File: config.mk
export PLATFORM = sky130hd
export DESIGN_NAME = dmem_arbiter
export DESIGN_NICKNAME = d
export VERILOG_FILES = /design/src/rtl/dmem_arb_pkg.sv /design/src/rtl/arb_rr2.sv /design/src/rtl/dmem_arbiter.sv
export SDC_FILE = /design/constraint.sdc
export NUM_CORES = 1
export LEC_CHECK = 0
export BUFFER_PORTS_ARGS = -buffer_cell sky130_fd_sc_hd__buf_2
export CAP_MARGIN = 20
export CORE_UTILIZATION = 30
export CTS_CLUSTER_SIZE = 24
export DETAILED_ROUTE_END_ITERATION = 10
export GPL_ROUTABILITY_DRIVEN = 0
export PLACE_DENSITY = 0.72
export SLEW_MARGIN = 5
export SYNTH_ARGS = -nofsm -noshare
export SYNTH_HDL_FRONTEND = slang
export SYNTH_SLANG_ARGS = --single-unit
File: constraint.sdc
create_clock -name clk -period 2.45 [get_ports clk]
set_clock_uncertainty 0.2 [all_clocks]
set_input_delay 0.245 -clock clk [delete_from_list [all_inputs] [get_ports clk]]
set_output_delay 0.245 -clock clk [all_outputs]
set_load 0.02 [all_outputs]
File: src/rtl/dmem_arb_pkg.sv
// rtl/dmem_arb_pkg.sv - shared types, defaults and address check for the data RAM arbiter
// Purpose: FSM state encoding, default RAM placement and the legal-address test.
// Contents:
//   state_t     IDLE / BUSY / ACK transaction phases (2'd3 is unused and decodes to IDLE)
//   DMEM_BASE   byte address of RAM word 0
//   DMEM_DEPTH  RAM size in 32-bit words
//   in_range()  1 when a byte address is word-aligned and inside the RAM window
package dmem_arb_pkg;

  typedef enum logic [1:0] {
    ST_IDLE = 2'd0,
    ST_BUSY = 2'd1,
    ST_ACK  = 2'd2
  } state_t;

  localparam logic [31:0] DMEM_BASE  = 32'h1001_0000;
  localparam int unsigned DMEM_DEPTH = 2048;

  // The window end is computed in plain 32-bit arithmetic; the comparison is
  // unsigned, so addresses below base never alias into the window.
  function automatic logic in_range(input logic [31:0] addr,
                                    input logic [31:0] base,
                                    input logic [31:0] depth);
    logic [31:0] last_addr;
    last_addr = base + (depth << 2) - 32'd4;
    return (addr[1:0] == 2'b00) && (addr >= base) && (addr <= last_addr);
  endfunction

endpackage

File: src/rtl/arb_rr2.sv
// rtl/arb_rr2.sv - two-requester round-robin pick, purely combinational
// Purpose: chooses which master wins a free RAM slot.
// Ports:
//   req[1:0]   request from master 1 / master 0
//   last_gnt   master granted most recently
//   gnt_valid  1 when any master requests
//   gnt_sel    winning master (0 or 1); meaningful only with gnt_valid
module arb_rr2 (
  input  logic [1:0] req,
  input  logic       last_gnt,
  output logic       gnt_valid,
  output logic       gnt_sel
);

  always_comb begin
    gnt_valid = |req;
    gnt_sel   = 1'b0;
    if (req == 2'b11) begin
      // On a tie the master that did not win last time goes first.
      gnt_sel = ~last_gnt;
    end else if (req[1]) begin
      gnt_sel = 1'b1;
    end
  end

endmodule

File: src/rtl/dmem_arbiter.sv
// rtl/dmem_arbiter.sv - two-master arbiter and three-phase access sequencer for the data RAM
// Purpose: shares the single-port data RAM between the CPU (m0) and loader/debug (m1).
// Ports:
//   clk, rst_n                  clock, asynchronous active-low reset
//   mN_req/we/addr/wdata        master request, held stable until mN_ack
//   mN_ack/err/rdata            one-cycle completion pulse, reject flag, read data
//   ram_ena/wena/addr/wdata     RAM control, valid during the BUSY phase
//   ram_rdata                   combinational RAM read data for ram_addr
module dmem_arbiter
  import dmem_arb_pkg::*;
#(
  parameter logic [31:0] BASE  = DMEM_BASE,
  parameter int unsigned DEPTH = DMEM_DEPTH
) (
  input  logic        clk,
  input  logic        rst_n,
  input  logic        m0_req,
  input  logic        m0_we,
  input  logic [31:0] m0_addr,
  input  logic [31:0] m0_wdata,
  output logic        m0_ack,
  output logic        m0_err,
  output logic [31:0] m0_rdata,
  input  logic        m1_req,
  input  logic        m1_we,
  input  logic [31:0] m1_addr,
  input  logic [31:0] m1_wdata,
  output logic        m1_ack,
  output logic        m1_err,
  output logic [31:0] m1_rdata,
  output logic        ram_ena,
  output logic        ram_wena,
  output logic [31:0] ram_addr,
  output logic [31:0] ram_wdata,
  input  logic [31:0] ram_rdata
);

  state_t      state_q, state_d;
  logic        sel_q, sel_d;
  logic        last_gnt_q, last_gnt_d;
  logic        we_q, we_d;
  logic        err_q, err_d;
  logic [31:0] addr_q, addr_d;
  logic [31:0] wdata_q, wdata_d;
  logic [31:0] rdata_q, rdata_d;

  logic        gnt_valid;
  logic        gnt_sel;

  arb_rr2 u_arb (
    .req       ({m1_req, m0_req}),
    .last_gnt  (last_gnt_q),
    .gnt_valid (gnt_valid),
    .gnt_sel   (gnt_sel)
  );

  always_comb begin
    state_d    = state_q;
    sel_d      = sel_q;
    last_gnt_d = last_gnt_q;
    we_d       = we_q;
    err_d      = err_q;
    addr_d     = addr_q;
    wdata_d    = wdata_q;
    rdata_d    = rdata_q;
    case (state_q)
      ST_IDLE: begin
        if (gnt_valid) begin
          state_d    = ST_BUSY;
          sel_d      = gnt_sel;
          last_gnt_d = gnt_sel;
          we_d       = gnt_sel ? m1_we    : m0_we;
          addr_d     = gnt_sel ? m1_addr  : m0_addr;
          wdata_d    = gnt_sel ? m1_wdata : m0_wdata;
          err_d      = ~in_range(gnt_sel ? m1_addr : m0_addr, BASE, 32'(DEPTH));
        end
      end
      ST_BUSY: begin
        state_d = ST_ACK;
        // Writes and rejected reads return zero so stale data never leaks.
        rdata_d = (~we_q & ~err_q) ? ram_rdata : 32'h0;
      end
      ST_ACK: begin
        state_d = ST_IDLE;
      end
      default: begin
        state_d = ST_IDLE;
      end
    endcase
  end

  always_ff @(posedge clk or negedge rst_n) begin
    if (!rst_n) begin
      state_q    <= ST_IDLE;
      sel_q      <= 1'b0;
      last_gnt_q <= 1'b1;
      we_q       <= 1'b0;
      err_q      <= 1'b0;
      addr_q     <= 32'h0;
      wdata_q    <= 32'h0;
      rdata_q    <= 32'h0;
    end else begin
      state_q    <= state_d;
      sel_q      <= sel_d;
      last_gnt_q <= last_gnt_d;
      we_q       <= we_d;
      err_q      <= err_d;
      addr_q     <= addr_d;
      wdata_q    <= wdata_d;
      rdata_q    <= rdata_d;
    end
  end

  // All outputs decode from registers only, so a reset clears them at once.
  assign ram_ena   = (state_q == ST_BUSY) & ~err_q;
  assign ram_wena  = (state_q == ST_BUSY) & ~err_q & we_q;
  assign ram_addr  = addr_q;
  assign ram_wdata = wdata_q;

  assign m0_ack   = (state_q == ST_ACK) & ~sel_q;
  assign m1_ack   = (state_q == ST_ACK) &  sel_q;
  assign m0_err   = m0_ack & err_q;
  assign m1_err   = m1_ack & err_q;
  assign m0_rdata = rdata_q;
  assign m1_rdata = rdata_q;

endmodule

==> out/summary.txt <==
XOR/XNOR Fraction of Synth Area: 0%
DRC: 0
Min cycle time layout: 2410 ps
Post-Synth Adder-Cell Area: 0%
Die Wd: 127 um
DIE HEIGHT: 127 um
CTS root buffer: clkbuf_16
Synth warn: 0
Area grow syn2layout: 66.0%
Synth Instances: 450
Initial antenna violation count: 0
CTS HTree Levels: 3
Synth Area in Compound Gates: 14.6%
CP startpoint kind: primary input
Largest family of logic cells by synthesized area: compound AO/OA/AOI/OAI gates
Nets: 1002
Slew margin rel.: 59.4%
Power Total: 7660 uW
Seq/Total Area, Yosys: 54.5%
Global-route wire length before repair: 24600 um
Post-DR wirelength/cell: 15.9 um
Worst-path clk slew: 70 ps
Maxcap violations: 0
Worst Tran Pin Value: 607 ps
CP endpoint kind: flip-flop
LEAKAGE: 0.00393 uW
Status: finished clean
Syn Nets: 616
Peak VDD IR: 0.000594 V
Synthesized area per cell: 10.4 um2
Endpoints failing setup: 0
RSZ-0062 raised after global routing: false
Slew Viols, Final: 0
Delay-heaviest family, CP: buffers and inverters
Worst-Skew Late Latency: 340 ps
CP Max Fanout: 132
GRT overflow: 0
Detailed Routing Iterations Pass 1: 4
Hold WC Path Type: in -> reg
Core Box Area: 15200 um2
Final period utilization: 98.2%
Final setup TNS: 0 ps
HPWL after DPL: 9830 um
Mux cell area share after synthesis: 9.40%
CTS tree: built
Buffers on Ports: 299
Largest net degree at the start of global routing: 133
Critical path, cell by cell: dlygate4sd3_1, buf_2, o21a_4, buf_16, nor2_1, a31oi_1, dlygate4sd3_1
CTS Sinks: 102
GRT Overall Usage: 19.7%
Final WL: 16400 um
Via-to-Cell Ratio: 4.75
I/O Pins: 300
Final Core Density: 51.2%
Mapped cell area: 4690 um2
Post-synthesis cell type count: 28
Layout cells sized above 1: 39.7%
Worst Path Arrival: 2430 ps
Cell mode on critical path: dlygate4sd3_1
Placed insts: 882
Final std cells w/o fill: 1029
Post-synthesis simple-gate area fraction: 12.4%
Antenna viol nets, final: 0
CP Data Required Time: 2470 ps
Buf+Inv Stages, Crit Path: 4
Seq cells post-synth: 102
Initial Util: 30.8%
Total CTS buffers: 9
Row Count: 45
N_diodes: 0
Die ar.: 16100 um2
Worst path max stage delay: 610 ps
Pwr per Cell Area: 985 nW/um2
Max frequency: 0.416 GHz
Critical path class: in -> reg
1st-iter DRT viols: 177
Via count: 4891
Final Hold Fails: 0
Critical path's slowest cell: dlygate4sd3_1
Vias in the first global route: 4934
Max Buffers Root-to-Sink: 2
per-layer routing:
metal	global-route usage [%]	share of wire (%)	vias to the layer above
met5	0	0	-
met4	9.45	2.7	0
met3	4.02	6.7	33
met2	36.8	53	253
met1	21.1	38	2293
li1	-	-	2312
final timing paths:
check                        startpoint             to  slack (ps)  depth (start not counted)
max                              m0_req   ram_addr[15]          40                          7
min                        m1_wdata[12]  ram_wdata[12]          10                          3
max reg2reg                  state_q[1]   ram_addr[15]          60                          6
min reg2reg                m0_rdata[18]   m0_rdata[18]         320                          1
max in group asynchronous         rst_n     last_gnt_q        1150                          3
min in group asynchronous         rst_n   ram_addr[29]         210                          2
cells in the final DEF (no fill, tap or decap), types with 2 or more instances in the layout:
cell type / count
dlygate4sd3_1: 124
nor3b_1: 2
a22o_1: 32
nor2_1: 67
a21oi_1: 46
and2_1: 3
dfrtp_1: 101
nor4b_1: 4
inv_1: 2
clkbuf_16: 11
buf_2: 298
o21ai_0: 2
nor4_1: 6
buf_12: 3
nand2b_1: 2
clkinvlp_4: 2
nand2_1: 45
buf_4: 9
mux2i_1: 44
a31oi_1: 22
power by group:
group	switching (uW)	internal, uW	leakage [uW]
clock	638	821	0.000142
sequential	342	2270	0.00122
combinational	2100	1490	0.00256
sequential cells by signal, indices dropped and copies added (netlist names):
register	cells
ram_addr	32
state_q	2
sel_q	1
ram_wdata	32
we_q	1
last_gnt_q	1
m0_rdata	32
err_q	1
stage by stage:
stage,area [um2],worst slack [ps],hold slack [ps]
finish,7780,43.4,10.2
global route,7780,16.5,5.62
CTS,7660,40.7,0.0163
detailed placement,6120,658,36.2
global placement,6120,625,31.6
floorplan,4690,673,-251
Yosys cell counts:
| cell | instances | share of area [%] |
|---|---|---|
| a21boi_2 | 1 | 0.24 |
| a21oi_1 | 46 | 4.9 |
| a22o_1 | 32 | 6.0 |
| a31oi_1 | 22 | 2.9 |
| and2_1 | 3 | 0.40 |
| buf_1 | 1 | 0.080 |
| buf_2 | 13 | 1.4 |
| buf_4 | 40 | 6.4 |
| buf_6 | 2 | 0.48 |
| clkbuf_1 | 7 | 0.56 |
| dfrtp_1 | 101 | 54 |
| dfstp_2 | 1 | 0.56 |
| inv_1 | 2 | 0.16 |
| mux2i_1 | 44 | 9.4 |
| nand2_1 | 45 | 3.6 |
| nand2b_1 | 2 | 0.27 |
| nand3b_1 | 1 | 0.16 |
| nand4_1 | 1 | 0.13 |
| nand4b_1 | 1 | 0.19 |
| nor2_1 | 67 | 5.4 |
| nor2_4 | 1 | 0.24 |
| nor3_2 | 1 | 0.21 |
| nor3b_1 | 2 | 0.32 |
| nor4_1 | 6 | 0.80 |
| nor4b_1 | 4 | 0.75 |
| o21a_1 | 1 | 0.16 |
| o21ai_0 | 2 | 0.21 |
| o22ai_1 | 1 | 0.13 |
layout make-up:
class                      count  area [um2]
inverter                       2        7.51
clock inverter                 5        58.8
tap                          188         235
multi-input combinational    283        1730
clock buffer                  11         243
timing repair buffer         438        2950
fill                        1323        7420
sequential                   102        2550
worst min-delay path, stage by stage:
cell,delay [ps]
buf_2,80
mux2i_1,50
a21oi_1,130
timing repair:
item                                    CTS  global route
resized for setup                         0             3
setup buffers                             0             5
endpoints found under the hold margin   116             0
hold buffers                            124             0
endpoints found under the setup margin    0            25
cell families (layout without fill, tap and decap cells):
kind of cell	after synthesis	count (layout)
DFF	102	102
AOI/OAI and AO/OA	105	105
muxes	44	44
and+or+nand+nor	134	134
buffers and inverters	65	456
(Power assumes the default switching activity.)
